`src/rtl/cpu_pkg.sv`:
```
// Shared CPU definitions: fetch FSM states, IF/ID register operations, vectors, bubble.
package cpu_pkg;

  localparam logic [15:0] NOP_INSTR      = 16'h4000;
  localparam logic [31:0] RESET_VEC_ADDR = 32'd0;
  localparam logic [31:0] INT_VEC_ADDR   = 32'd2;

  typedef enum logic [2:0] {
    BOOT_HI,
    BOOT_LO,
    RUN,
    IVEC_HI,
    IVEC_LO
  } fetch_state_t;

  typedef enum logic [1:0] {
    IFID_HOLD,
    IFID_FLUSH,
    IFID_LOAD,
    IFID_IMM
  } if_id_op_t;

endpackage

```
`src/rtl/fetch_stage_if_id_reg.sv`:
```
// IF/ID pipeline register: hold, flush to bubble, load instruction, or capture an immediate.
module if_id_reg
  import cpu_pkg::*;
#(
  parameter int unsigned PC_W    = 32,
  parameter int unsigned INSTR_W = 16
) (
  input  logic               clk,
  input  logic               reset,
  input  if_id_op_t          op,
  input  logic [INSTR_W-1:0] fetch_word,
  input  logic [PC_W-1:0]    fetch_pc,
  output logic [INSTR_W-1:0] instruction,
  output logic [PC_W-1:0]    pc,
  output logic [INSTR_W-1:0] imm
);

  // Update the latched instruction, its address and the immediate word.
  always_ff @(posedge clk or negedge reset) begin
    if (!reset) begin
      instruction <= INSTR_W'(NOP_INSTR);
      pc          <= '0;
      imm         <= '0;
    end else begin
      case (op)
        IFID_FLUSH: instruction <= INSTR_W'(NOP_INSTR);
        IFID_LOAD: begin
          instruction <= fetch_word;
          pc          <= fetch_pc;
        end
        IFID_IMM: begin
          instruction <= INSTR_W'(NOP_INSTR);
          pc          <= fetch_pc;
          imm         <= fetch_word;
        end
        default: ;
      endcase
    end
  end

endmodule

```
`src/rtl/fetch_stage.sv`:
```
// Instruction-fetch stage: PC register, vector loads, next-PC selection, interrupt latch.
module fetch_stage
  import cpu_pkg::*;
#(
  parameter int unsigned PC_W    = 32,
  parameter int unsigned INSTR_W = 16
) (
  input  logic               clk,
  input  logic               reset,
  output logic [PC_W-1:0]    imem_addr,
  input  logic [INSTR_W-1:0] imem_data,
  input  logic               stall_fetch_from_cu,
  input  logic               hazard_stall,
  input  logic               clear_instruction,
  input  logic               pc_write_cu,
  input  logic               pc_choose_memory,
  input  logic [PC_W-1:0]    mem_pc,
  input  logic               jump_taken,
  input  logic [PC_W-1:0]    jump_target,
  input  logic               pc_choose_interrupt,
  input  logic               ext_interrupt,
  output logic [INSTR_W-1:0] instruction,
  output logic [PC_W-1:0]    if_id_pc,
  output logic [INSTR_W-1:0] if_id_imm,
  output logic               interrupt_signal,
  output logic [PC_W-1:0]    return_pc,
  output logic               fetch_ready
);

  fetch_state_t    state;
  logic [PC_W-1:0] pc;
  logic            int_pending;
  logic            ext_prev;
  logic            stall_any;
  logic            redirect;
  logic            fire;
  logic            ext_edge;
  if_id_op_t       if_id_op;

  assign stall_any = stall_fetch_from_cu | hazard_stall;
  assign redirect  = pc_choose_interrupt | pc_choose_memory | jump_taken;
  assign ext_edge  = ext_interrupt & ~ext_prev;
  assign fire      = int_pending & (state == RUN) & ~stall_any & ~clear_instruction & ~redirect;

  // Memory address: vector halves while loading, otherwise the PC.
  always_comb begin
    imem_addr = pc;
    case (state)
      BOOT_HI: imem_addr = PC_W'(RESET_VEC_ADDR);
      BOOT_LO: imem_addr = PC_W'(RESET_VEC_ADDR + 32'd1);
      IVEC_HI: imem_addr = PC_W'(INT_VEC_ADDR);
      IVEC_LO: imem_addr = PC_W'(INT_VEC_ADDR + 32'd1);
      default: imem_addr = pc;
    endcase
  end

  // IF/ID control: bubbles during vector loads and redirects, hold on stall.
  always_comb begin
    if_id_op = IFID_HOLD;
    if (state != RUN)                    if_id_op = IFID_FLUSH;
    else if (redirect)                   if_id_op = IFID_FLUSH;
    else if (stall_any || !pc_write_cu)  if_id_op = IFID_HOLD;
    else if (clear_instruction)          if_id_op = IFID_IMM;
    else                                 if_id_op = IFID_LOAD;
  end

  // Fetch FSM, PC update and interrupt latch.
  always_ff @(posedge clk or negedge reset) begin
    if (!reset) begin
      state            <= BOOT_HI;
      pc               <= '0;
      return_pc        <= '0;
      fetch_ready      <= 1'b0;
      int_pending      <= 1'b0;
      interrupt_signal <= 1'b0;
      ext_prev         <= 1'b0;
    end else begin
      ext_prev         <= ext_interrupt;
      interrupt_signal <= fire;
      int_pending      <= ext_edge | (int_pending & ~fire);
      case (state)
        BOOT_HI, IVEC_HI: begin
          pc    <= {imem_data, pc[INSTR_W-1:0]};
          state <= (state == BOOT_HI) ? BOOT_LO : IVEC_LO;
        end
        BOOT_LO, IVEC_LO: begin
          pc          <= {pc[PC_W-1:INSTR_W], imem_data};
          state       <= RUN;
          fetch_ready <= 1'b1;
        end
        RUN: begin
          if (pc_choose_interrupt) begin
            return_pc   <= pc;
            state       <= IVEC_HI;
            fetch_ready <= 1'b0;
          end else if (pc_choose_memory) begin
            pc <= mem_pc;
          end else if (jump_taken) begin
            pc <= jump_target;
          end else if (!stall_any && pc_write_cu) begin
            pc <= pc + PC_W'(1);
          end
        end
        default: begin
          state       <= BOOT_HI;
          fetch_ready <= 1'b0;
        end
      endcase
    end
  end

  if_id_reg #(
    .PC_W    (PC_W),
    .INSTR_W (INSTR_W)
  ) u_if_id (
    .clk         (clk),
    .reset       (reset),
    .op          (if_id_op),
    .fetch_word  (imem_data),
    .fetch_pc    (pc),
    .instruction (instruction),
    .pc          (if_id_pc),
    .imm         (if_id_imm)
  );

endmodule

```
`config.mk`:
```
export PLATFORM = sky130hd
export DESIGN_NAME = fetch_stage
export DESIGN_NICKNAME = d
export VERILOG_FILES = /design/src/rtl/cpu_pkg.sv /design/src/rtl/fetch_stage_if_id_reg.sv /design/src/rtl/fetch_stage.sv
export SDC_FILE = /design/constraint.sdc
export NUM_CORES = 1
export LEC_CHECK = 0
export BUFFER_PORTS_ARGS = -buffer_cell sky130_fd_sc_hd__buf_2
export CAP_MARGIN = 30
export CORE_ASPECT_RATIO = 1.2
export CORE_MARGIN = 10
export CORE_UTILIZATION = 30
export CTS_CLUSTER_SIZE = 12
export DETAILED_ROUTE_END_ITERATION = 6
export SLEW_MARGIN = 20
export SYNTH_ARGS = -nofsm -noshare
export SYNTH_HDL_FRONTEND = slang
export SYNTH_SLANG_ARGS = --single-unit
```
`constraint.sdc`:
```
create_clock -name clk -period 6.4 [get_ports clk]
set_input_delay 0.32 -clock clk [delete_from_list [all_inputs] [get_ports clk]]
set_output_delay 0.32 -clock clk [all_outputs]
set_load 0.02 [all_outputs]
```
==> results of run 1 <==
[area by class of cell]
class	instances	area, um^2	area share (%)
antenna	5	12.51	0.1403
clock buffer	18	439.2	4.926
clock inverter	14	188.9	2.119
inverter	13	48.80	0.5473
multi-input combinational	446	3249	36.44
sequential	135	3379	37.90
tap	279	349.1	3.915
timing repair buffer	234	1249	14.01
[state kept, by name, indices dropped and copies added (netlist names), 3 cells and up]
name and count:
u_if_id.pc 32, state 3, pc 32, u_if_id.instruction 16, return_pc 32, u_if_id.imm 16
[report_power, final]
| group | internal (W) | total (W) | switching, W |
|---|---|---|---|
| Combinational | 0.000800 | 0.00201 | 0.00121 |
| Sequential | 0.00115 | 0.00152 | 0.000369 |
| Clock | 0.000635 | 0.00105 | 0.000419 |
| Total | 0.00258 | 0.00458 | 0.00200 |
[cell usage after synthesis, drive strengths merged (4+ instances only)]
master / instances
nand4: 14
clkbuf: 38
nor2b: 27
or3: 6
nand2: 42
mux2: 74
buf: 15
a31oi: 11
o221ai: 9
and3: 5
a21oi: 21
and4: 6
o211ai: 5
nor2: 39
nor3: 16
o21ai: 29
nand3: 19
inv: 13
a211oi: 4
o21a: 8
o22a: 4
mux2i: 4
o22ai: 8
a221o: 11
a22oi: 5
dfrtp: 134
xnor2: 8
nor4: 7
a22o: 15
[worst max-delay path: stages, from the launching register on]
cell,delay (ps)
dfrtp_1,660
nor2b_1,200
a21oi_4,540
buf_8,240
o22a_1,130
buf_2,180
[cell families (layout without fill, tap and decap cells)]
| logic type | after synthesis | after routing | share of synthesized area [%] |
|---|---|---|---|
| AND/OR/NAND/NOR | 195 | 195 | 15.47 |
| XOR/XNOR | 10 | 10 | 1.275 |
| flip-flops | 135 | 135 | 49.21 |
| AO/OA/AOI/OAI | 162 | 162 | 17.25 |
| other | 0 | 5 | 0 |
| multiplexers | 78 | 78 | 12.72 |
| buffers and inverters | 66 | 279 | 3.899 |
| adder cells (fa/ha/maj) | 1 | 1 | 0.1822 |
[per-stage QoR]
step                hold WS (ps)  util, %
floorplan                  24.41        -
CTS                        108.3    39.39
global route               133.0    39.57
global placement           402.6    36.26
detailed placement         396.0    36.52
finish                     128.1    39.59
[per-layer routing]
| layer | GRT usage (%) | vias up | part of all wire (%) | wire length [um] |
|---|---|---|---|---|
| met2 | 29.57 | 274 | 49 | 13320 |
| li1 | - | 2827 | - | - |
| met5 | 0 | - | 0.23 | 63 |
| met3 | 6.051 | 59 | 7.6 | 2058 |
| met4 | 8.386 | 10 | 3.4 | 906 |
| met1 | 21.23 | 3083 | 39 | 10630 |
[cells in the final DEF (no fill, tap or decap), types with 4 or more instances in the layout]
cell type / instances
mux2_2: 74
o21ai_0: 26
o211ai_1: 5
or3_1: 6
o221ai_1: 9
and4_1: 6
buf_4: 9
xnor2_1: 8
a21oi_1: 20
inv_6: 4
mux2i_1: 4
clkbuf_16: 17
buf_2: 219
clkinv_4: 6
nor4_1: 5
a221o_1: 11
nand4_1: 12
and3_1: 5
a22o_1: 15
o22a_1: 4
nor3_1: 15
nor2_1: 38
nand3_1: 18
nor2b_1: 27
inv_1: 13
o21a_1: 8
a31oi_1: 11
diode_2: 5
o22ai_1: 8
a22oi_1: 5
dfrtp_1: 134
nand2_1: 42
[final timing paths]
kind                                    end  slack (ps)  cells after the start
min in group asynchronous    u_if_id.imm[6]         470                      2
max                            imem_addr[1]        3690                      5
min reg2reg                     int_pending         440                      1
max reg2reg                          pc[11]        3830                      5
max in group asynchronous     return_pc[24]        4550                      3
min                        interrupt_signal         130                      2
==> impl_metrics.yaml, run 1 <==
yosys:
  ys_top_cells_by_area: "dfrtp_1 (49%), mux2_2 (12%), nor2b_1 (2.5%)"
  synth.largest_area_cell: "dfrtp_1"
  async_flop_share_pct: 100.0
  syn_avg_cell_area_um2: 10.61
  synth_cells: 647
  yosysTopAreaCellShare_pct: 48.82
  synth_area_um2: 6868
  ys_ff_latch: 135
  synth_edf_count: 0
  synth_flop_cell: "dfrtp_1"
  synth.distinct_cells: 70
  synth.yosys.seq_area_share_pct: 49.21
  yosys_warnings: 0
  synth_nets: 738
setup_path:
  worst_ep_required_time_ps: 6080
  r2r-start: "state[2]"
  cp-end-kind: "primary output"
  cp_max_fo: 20
  critPathArrivalTime_ps: 2390
  critical_path_class: "flip-flop to primary output"
  startpoint: "state[0]"
  cp-start-kind: "flip-flop"
global_route:
  antenna_found_initial: 10
  grt_usage_pct: 18.19
  grt_max_degree: 72
  grt_pass1_wl_mm: 39.73
  grt_pass1_vias: 6253
  overflow: 0
run_status:
  status: "complete, no violations"
cells_and_area:
  n_fill_cell: 2209
  syn2layout_area_growth_pct: 29.82
  stdcell_area_um2: 8916
  final-instance-count-excl-fill: 1144
  finalNetCount: 938
  drive_above_1_share_pct: 41.86
cts:
  root_buffer: "clkbuf_16"
  clk_path_buf_depth: 2
  cts.sinks: 135
  cts_setup_buffers: 0
  h-tree-depth: 4
  hold_buffers: 2
  cts_resized: 0
  cts_tree: "yes"
  cts.clk_slew.worst_paths_ps: 60
  cts_made_buffers: 17
  clk_latency_ps: 430
timing:
  tns_ps: 0
  fin_crit_sh_pct: 42.41
  rsz0062_at_grt: "false"
  fmax_mhz: 368.5
  final_hold_viol_count: 0
  drv_slew: 0
  setup_viol: 0
  slew_headroom_pct: 35.61
  fin_worst_skew_ps: 10.43
  fin_crit_ps: 2714
  tightest_slew_ps: 961.7
  layout_setup_ws_ps: 3686
placed_design:
  io_buffers: 219
  place_inst: 1101
  place_ws_ps: 3671
  dpl.hpwl_mm: 20.09
  routabilityCongestion: 0.8884
  place_area_um2: 8224
route:
  drt_iter0_drc: 512
  drc: 0
  wl_mm: 26.98
  num_vias: 6253
  routed_via_density: 5.466
  firstDrtPassIters: 6
  ant_nets: 0
  wl_per_cell_um: 23.58
floorplanning:
  dieArea_um2: 29370
  die_y_um: 185.7
  io_pins: 220
  start_util_pct: 30.49
  fp.coreArea_um2: 22520
  die_w_um: 158.1
  rows: 60
power:
  p_leak_nw: 4.253
  power.total_w: 0.004581
  power.density_nw_per_um2: 513.7
  ir_worst_vdd_uv: 227.3
min_path:
  min-delay-start: "clear_instruction"
  hold_class: "primary input to flip-flop"
job:
  cap_violations: 0
Note: power is estimated with default switching activity, not from simulation.
==> run 2: changes to the inputs <==
--- a/config.mk
+++ b/config.mk
@@ -5,6 +5,7 @@
 export SDC_FILE = /design/constraint.sdc
 export NUM_CORES = 1
 export LEC_CHECK = 0
+export ABC_AREA = 1
 export BUFFER_PORTS_ARGS = -buffer_cell sky130_fd_sc_hd__buf_2
 export CAP_MARGIN = 30
 export CORE_ASPECT_RATIO = 1.2
==> constraint.sdc (replaced) <==
create_clock -name clk -period 2.4 [get_ports clk]
set_input_delay 0.12 -clock clk [delete_from_list [all_inputs] [get_ports clk]]
set_output_delay 0.12 -clock clk [all_outputs]
set_load 0.02 [all_outputs]
==> run 2 against run 1 <==
  * Clock power grew to 2.7 times the previous value
  * First-iteration DRC count is 5.1% lower
  * Synthesized cell count increased by 46%
  * Critical path depth grew 4
  * Critical path type is now flip-flop to flip-flop
  * Via count increased by 14%
  * Largest cell class unchanged
  * Global-route usage shrank 0.35 points
  * Sequential share of layout area shrank 1.1 points
  * Count of clock-buffer cells in the layout grew 1
  * Area after synthesis rose by 3.0%
==> impl_metrics.yaml, run 2 <==
route:
  ant_nets: 0
  num_vias: 7150
  drt_iter0_drc: 486
  routed_via_density: 4.786
  drc: 0
  wl_mm: 27.22
  firstDrtPassIters: 7
  wl_per_cell_um: 18.22
cts:
  cts.sinks: 135
  cts_setup_buffers: 0
  clk_path_buf_depth: 2
  cts_tree: "yes"
  h-tree-depth: 4
  root_buffer: "clkbuf_16"
  cts_made_buffers: 17
  clk_latency_ps: 430
  cts.clk_slew.worst_paths_ps: 70
yosys:
  synthXorXnorAreaFrac_pct: 0.7428
  synth.yosys.seq_area_share_pct: 47.77
  yosys-mux-area-fraction_pct: 0.1592
  synth_cells: 944
  synth_common_cells: "nand2_1 (270), dfrtp_1 (134), nor2_1 (133), a21oi_1 (63)"
  synth_edf_count: 0
  synth.most_common_cell: "nand2_1"
  async_flop_share_pct: 100.0
  synth_flop_cell: "dfrtp_1"
  synth_area_um2: 7074
  yosysTopAreaCellShare_pct: 47.40
  ys_ff_latch: 135
  syn_avg_cell_area_um2: 7.494
  yosys.area_share.simple_pct: 26.65
  synth_top_family_by_area: "simple AND/OR/NAND/NOR gates"
  synthAdderAreaFrac_pct: 0.1769
  synth_nets: 1035
  yosys_warnings: 0
  synth.distinct_cells: 39
  synth.largest_area_cell: "dfrtp_1"
  synth_compound_area_share_pct: 17.72
  ys_top_cells_by_area: "dfrtp_1 (47%), nand2_1 (14%), nor2_1 (7.1%)"
setup_path:
  crit_chain: "inv_2, nand3_2, inv_2, nor2_8, inv_2, nand2_4, inv_2, nand2_1, o21a_1"
  max_stage_delay_ps: 450
  crit_top_cell: "inv_2"
  r2r-start: "state[2]"
  critPathArrivalTime_ps: 2480
  critPathBufInv: 4
  cpMaxStageDelayCell: "dfrtp_1"
  worstReg2RegEnd: "pc[14]"
  crit_family: "buffers and inverters"
  r2r_cells: 9
  r2r_slack_ps: 240
  worst_ep_required_time_ps: 2710
  critical_path_class: "flip-flop to flip-flop"
  cp-end-kind: "flip-flop"
  cp-start-kind: "flip-flop"
  worstSetupPathDepth: 9
  cp_max_fo: 26
placed_design:
  place_ws_ps: 246.7
  routabilityCongestion: 1.037
  dpl.hpwl_mm: 20.75
  io_buffers: 219
min_path:
  min-delay-start: "imem_data[3]"
  hold_class: "primary input to flip-flop"
  min_path_cells: 3
  whs_endpoint: "u_if_id.imm[3]"
timing:
  fmax_mhz: 462.7
  final_hold_viol_count: 0
  fin_crit_sh_pct: 90.05
  fin_worst_skew_ps: 12.51
  setup_viol: 0
  tightest_slew_ps: 672.6
  rsz0062_at_grt: "false"
  drv_slew: 0
  fin_crit_ps: 2161
  timing.hold.ws_ps: 10.51
  slew_headroom_pct: 55.16
  tns_ps: 0
  layout_setup_ws_ps: 238.8
power:
  p_leak_nw: 4.665
  power.density_nw_per_um2: 1397
  ir_worst_vdd_uv: 609.4
  power.total_w: 0.01283
run_status:
  status: "complete, no violations"
cells_and_area:
  final_common_cell: "nand2_1"
  syn2layout_area_growth_pct: 29.80
  finalNetCount: 1249
  final_cell_mix: "nand2_1 (270), buf_2 (218), dfrtp_1 (134)"
  drive_above_1_share_pct: 25.62
  largestRegisters: "pc (32), return_pc (32), u_if_id.pc (32)"
global_route:
  grt_pass1_vias: 7309
  grt_usage_pct: 17.84
  overflow: 0
  grt_pass1_wl_mm: 42.13
  antenna_found_initial: 9
  grt_max_degree: 70
floorplanning:
  start_util_pct: 30.49
  die_y_um: 188.2
  dieArea_um2: 30150
  io_pins: 220
  rows: 61
  fp.coreArea_um2: 23200
  die_w_um: 160.2
job:
  cap_violations: 0
[run 2: cell types whose count changed in the layout (fill, tap and decap cells not counted), moves of 12 or more]
cell,previous run,this run
nor3_1,15,2
o21ai_1,3,60
a21boi_1,0,20
nand3_1,18,43
a21oi_1,20,63
nand2_1,42,270
nor2_1,38,133
a22o_1,15,0
mux2_2,74,0
nand4_1,12,0
nor2b_1,27,0
inv_1,13,59
o21ai_0,26,61
[run 2: timing repair]
| item | 4_1_cts | 5_1_grt |
|---|---|---|
| gates resized for setup | 0 | 2 |
| hold buffers | 5 | 0 |
| setup endpoints to repair | 0 | 33 |
| endpoints found under the hold margin | 70 | 0 |
[run 2: worst max path at each step]
stage,slack (ps),from,to
floorplan,840,state[2],u_if_id.imm[14]
global placement,310,state[2],pc[14]
detailed placement,250,state[2],pc[16]
CTS,200,state[2],pc[16]
global route,90,state[2],pc[14]
finish,240,state[2],pc[14]
[run 2: layout make-up]
type | count | area (um^2)
Sequential cell | 135 | 3379
Multi-Input combinational cell | 695 | 3224
Antenna cell | 8 | 20.02
Timing Repair Buffer | 238 | 1282
Clock inverter | 13 | 170.2
Fill cell | 2500 | 14020
Tap cell | 315 | 394.1
Clock buffer | 19 | 442.9
Inverter | 71 | 269.0
[run 2: worst register-to-register path, cell delays in order (launching register included)]
cell,delay (ps)
dfrtp_1,450
inv_2,100
nand3_2,280
inv_2,310
nor2_8,120
inv_2,100
nand2_4,200
inv_2,210
nand2_1,90
o21a_1,180
[run 2: metal layers]
layer	up-vias	share of wire (%)	GRT usage, %
li1	3492	-	-
met5	-	0.12	0
met2	252	47	28.42
met3	53	7.1	5.778
met4	6	2.9	7.001
met1	3347	43	21.93
[run 2: metrics by stage]
stage               cells  utilization, %  instance area [um^2]
finish               1494           39.58                  9183
global placement     1448           36.51                  8472
floorplan             944               -                  7074
global route         1489           39.52                  9170
CTS                  1485           39.37                  9135
detailed placement   1448           36.51                  8472
[run 2: where the power goes]
| group | total [W] | internal (W) | switching, W |
|---|---|---|---|
| logic | 0.00633 | 0.00200 | 0.00433 |
| registers | 0.00372 | 0.00312 | 0.000602 |
| clock network | 0.00279 | 0.00168 | 0.00111 |
| total | 0.0128 | 0.00679 | 0.00604 |
[run 2: cell families after synthesis]
kind of cell	Yosys count
AO/OA/AOI/OAI	223
XOR/XNOR	6
adder cells (fa/ha/maj)	1
buffers and inverters	114
flip-flops	135
multiplexers	1
AND/OR/NAND/NOR	464
==> run 3: changes to the inputs <==
--- a/config.mk
+++ b/config.mk
@@ -13,6 +13,7 @@
 export CORE_UTILIZATION = 30
 export CTS_CLUSTER_SIZE = 12
 export DETAILED_ROUTE_END_ITERATION = 6
+export MAX_ROUTING_LAYER = met4
 export SLEW_MARGIN = 20
 export SYNTH_ARGS = -nofsm -noshare
 export SYNTH_HDL_FRONTEND = slang
==> run 3 against run 2 <==
  * Via count is 1.0% lower
  * Cell count is 0.33% higher
  * Worst hold slack better by 13 ps
  * Non-clock buffer count is 4 higher
  * Total power is 1.6% higher
  * Fmax is 4.0% lower
  * Clock skew hardly changed
==> impl_metrics.yaml, run 3 (same netlist as run 2, synthesis figures left out) <==
cts:
  clk_latency_ps: 430
  cts_setup_buffers: 0
  cts.sinks: 135
  cts_made_buffers: 17
  cts.clk_slew.worst_paths_ps: 60
  root_buffer: "clkbuf_16"
  h-tree-depth: 4
  cts_tree: "yes"
  clk_path_buf_depth: 2
setup_path:
  r2r-start: "state[2]"
  critPathBufInv: 3
  worstSetupPathDepth: 8
  max_stage_delay_ps: 440
  critical_path_class: "flip-flop to flip-flop"
  worst_ep_required_time_ps: 2710
  startpoint: "state[2]"
  cp_max_fo: 25
  r2r_cells: 8
  crit_family: "simple AND/OR/NAND/NOR gates"
  cp-start-kind: "flip-flop"
  critPathArrivalTime_ps: 2560
  cpMaxStageDelayCell: "dfrtp_1"
  crit_top_cell: "inv_2"
  cp-end-kind: "flip-flop"
  crit_chain: "inv_2, nand3_2, inv_2, a31oi_4, nand2_2, buf_4, nand2_1, a21boi_1"
cells_and_area:
  largestRegisters: "pc (32), return_pc (32), u_if_id.pc (32)"
  finalNetCount: 1253
  syn2layout_area_growth_pct: 30.97
  final_cell_mix: "nand2_1 (270), buf_2 (218), dfrtp_1 (134)"
  final_common_cell: "nand2_1"
  drive_above_1_share_pct: 25.81
  final_core_util_pct: 39.93
global_route:
  overflow: 0
  grt_usage_pct: 18.11
  antenna_found_initial: 9
  grt_pass1_vias: 7200
  grt_max_degree: 75
  grt_pass1_wl_mm: 41.64
timing:
  final_hold_viol_count: 0
  fin_crit_sh_pct: 93.82
  layout_setup_ws_ps: 148.3
  drv_slew: 0
  fin_worst_skew_ps: 12.70
  fmax_mhz: 444.1
  setup_viol: 0
  tns_ps: 0
  fin_crit_ps: 2252
  rsz0062_at_grt: "false"
  slew_headroom_pct: 50.90
  tightest_slew_ps: 736.6
route:
  num_vias: 7077
  wl_mm: 27.04
  ant_nets: 0
  drc: 0
  wl_per_cell_um: 18.04
  routed_via_density: 4.721
  drt_iter0_drc: 480
  firstDrtPassIters: 7
floorplanning:
  die_y_um: 188.2
  start_util_pct: 30.49
  dieArea_um2: 30150
  io_pins: 220
  die_w_um: 160.2
  rows: 61
  fp.coreArea_um2: 23200
power:
  p_comb_share_pct: 48.8
  seq_power_share_pct: 28.5
  switching_share_pct: 46.00
  p_sw_w: 0.005998
  power.density_nw_per_um2: 1407
  clkPwrFrac_pct: 22.6
  p_leak_nw: 4.707
  p_int_w: 0.007042
  ir_worst_vdd_uv: 618.6
placed_design:
  routabilityCongestion: 0.9982
  place_ws_ps: 200.5
  dpl.hpwl_mm: 20.80
  io_buffers: 219
min_path:
  hold_class: "primary input to flip-flop"
  min-delay-start: "imem_data[13]"
  min_path_cells: 3
run_status:
  status: "complete, no violations"
job:
  cap_violations: 0
[run 3: path summary, 6_finish.rpt]
| path | to | slack (ps) |
|---|---|---|
| setup reg to reg | pc[24] | 150 |
| min in group asynchronous | return_pc[1] | 310 |
| hold reg to reg | int_pending | 420 |
| max in group asynchronous | u_if_id.pc[9] | 1380 |
| hold / removal | u_if_id.instruction[13] | 20 |
| setup / recovery | pc[24] | 150 |
[run 3: cell type report]
type	count	area, um^2
timing repair buffer	242	1328
antenna	10	25.02
sequential	135	3379
inverter	71	266.5
clock buffer	19	452.9
clock inverter	12	200.2
multi-input combinational	695	3219
fill	2535	13940
tap	315	394.1
[run 3: routing by layer]
metal / GRT usage, % / vias to the layer above / wire length, um
met3: 5.233 / 36 / 1783
li1: - / 3502 / -
met5: - / - / 0
met2: 28.61 / 228 / 12600
met4: 5.870 / 0 / 656
met1: 21.88 / 3311 / 11990
[run 3: per-stage QoR]
stage | area (um^2) | hold WS [ps] | instances | total power, W
2_1_floorplan | 7074 | -175.6 | 944 | 0.008007
3_3_place_gp | 8487 | 199.7 | 1450 | 0.01004
3_5_place_dp | 8487 | 208.6 | 1450 | 0.01013
4_1_cts | 9200 | 0.9024 | 1487 | 0.01314
5_1_grt | 9263 | 23.37 | 1498 | 0.01400
6_report | 9265 | 23.33 | 1499 | 0.01304
[run 3: worst min-delay path: stages]
cell	delay, ps
buf_2	140
inv_1	80
o21ai_1	70
[run 3: power groups by stage]
stage                     combinational, W  sequential [W]  clock (W)
final                              0.00637         0.00372    0.00295
after global routing               0.00707         0.00383    0.00311
after floorplan                    0.00376         0.00424          0
after global placement             0.00631         0.00374          0
after CTS                          0.00641         0.00371    0.00302
after detailed placement           0.00638         0.00375          0
[run 3: what timing repair did]
item | CTS | global route
resized for setup | 0 | 0
hold endpoints to repair | 77 | 0
hold buffers | 6 | 0
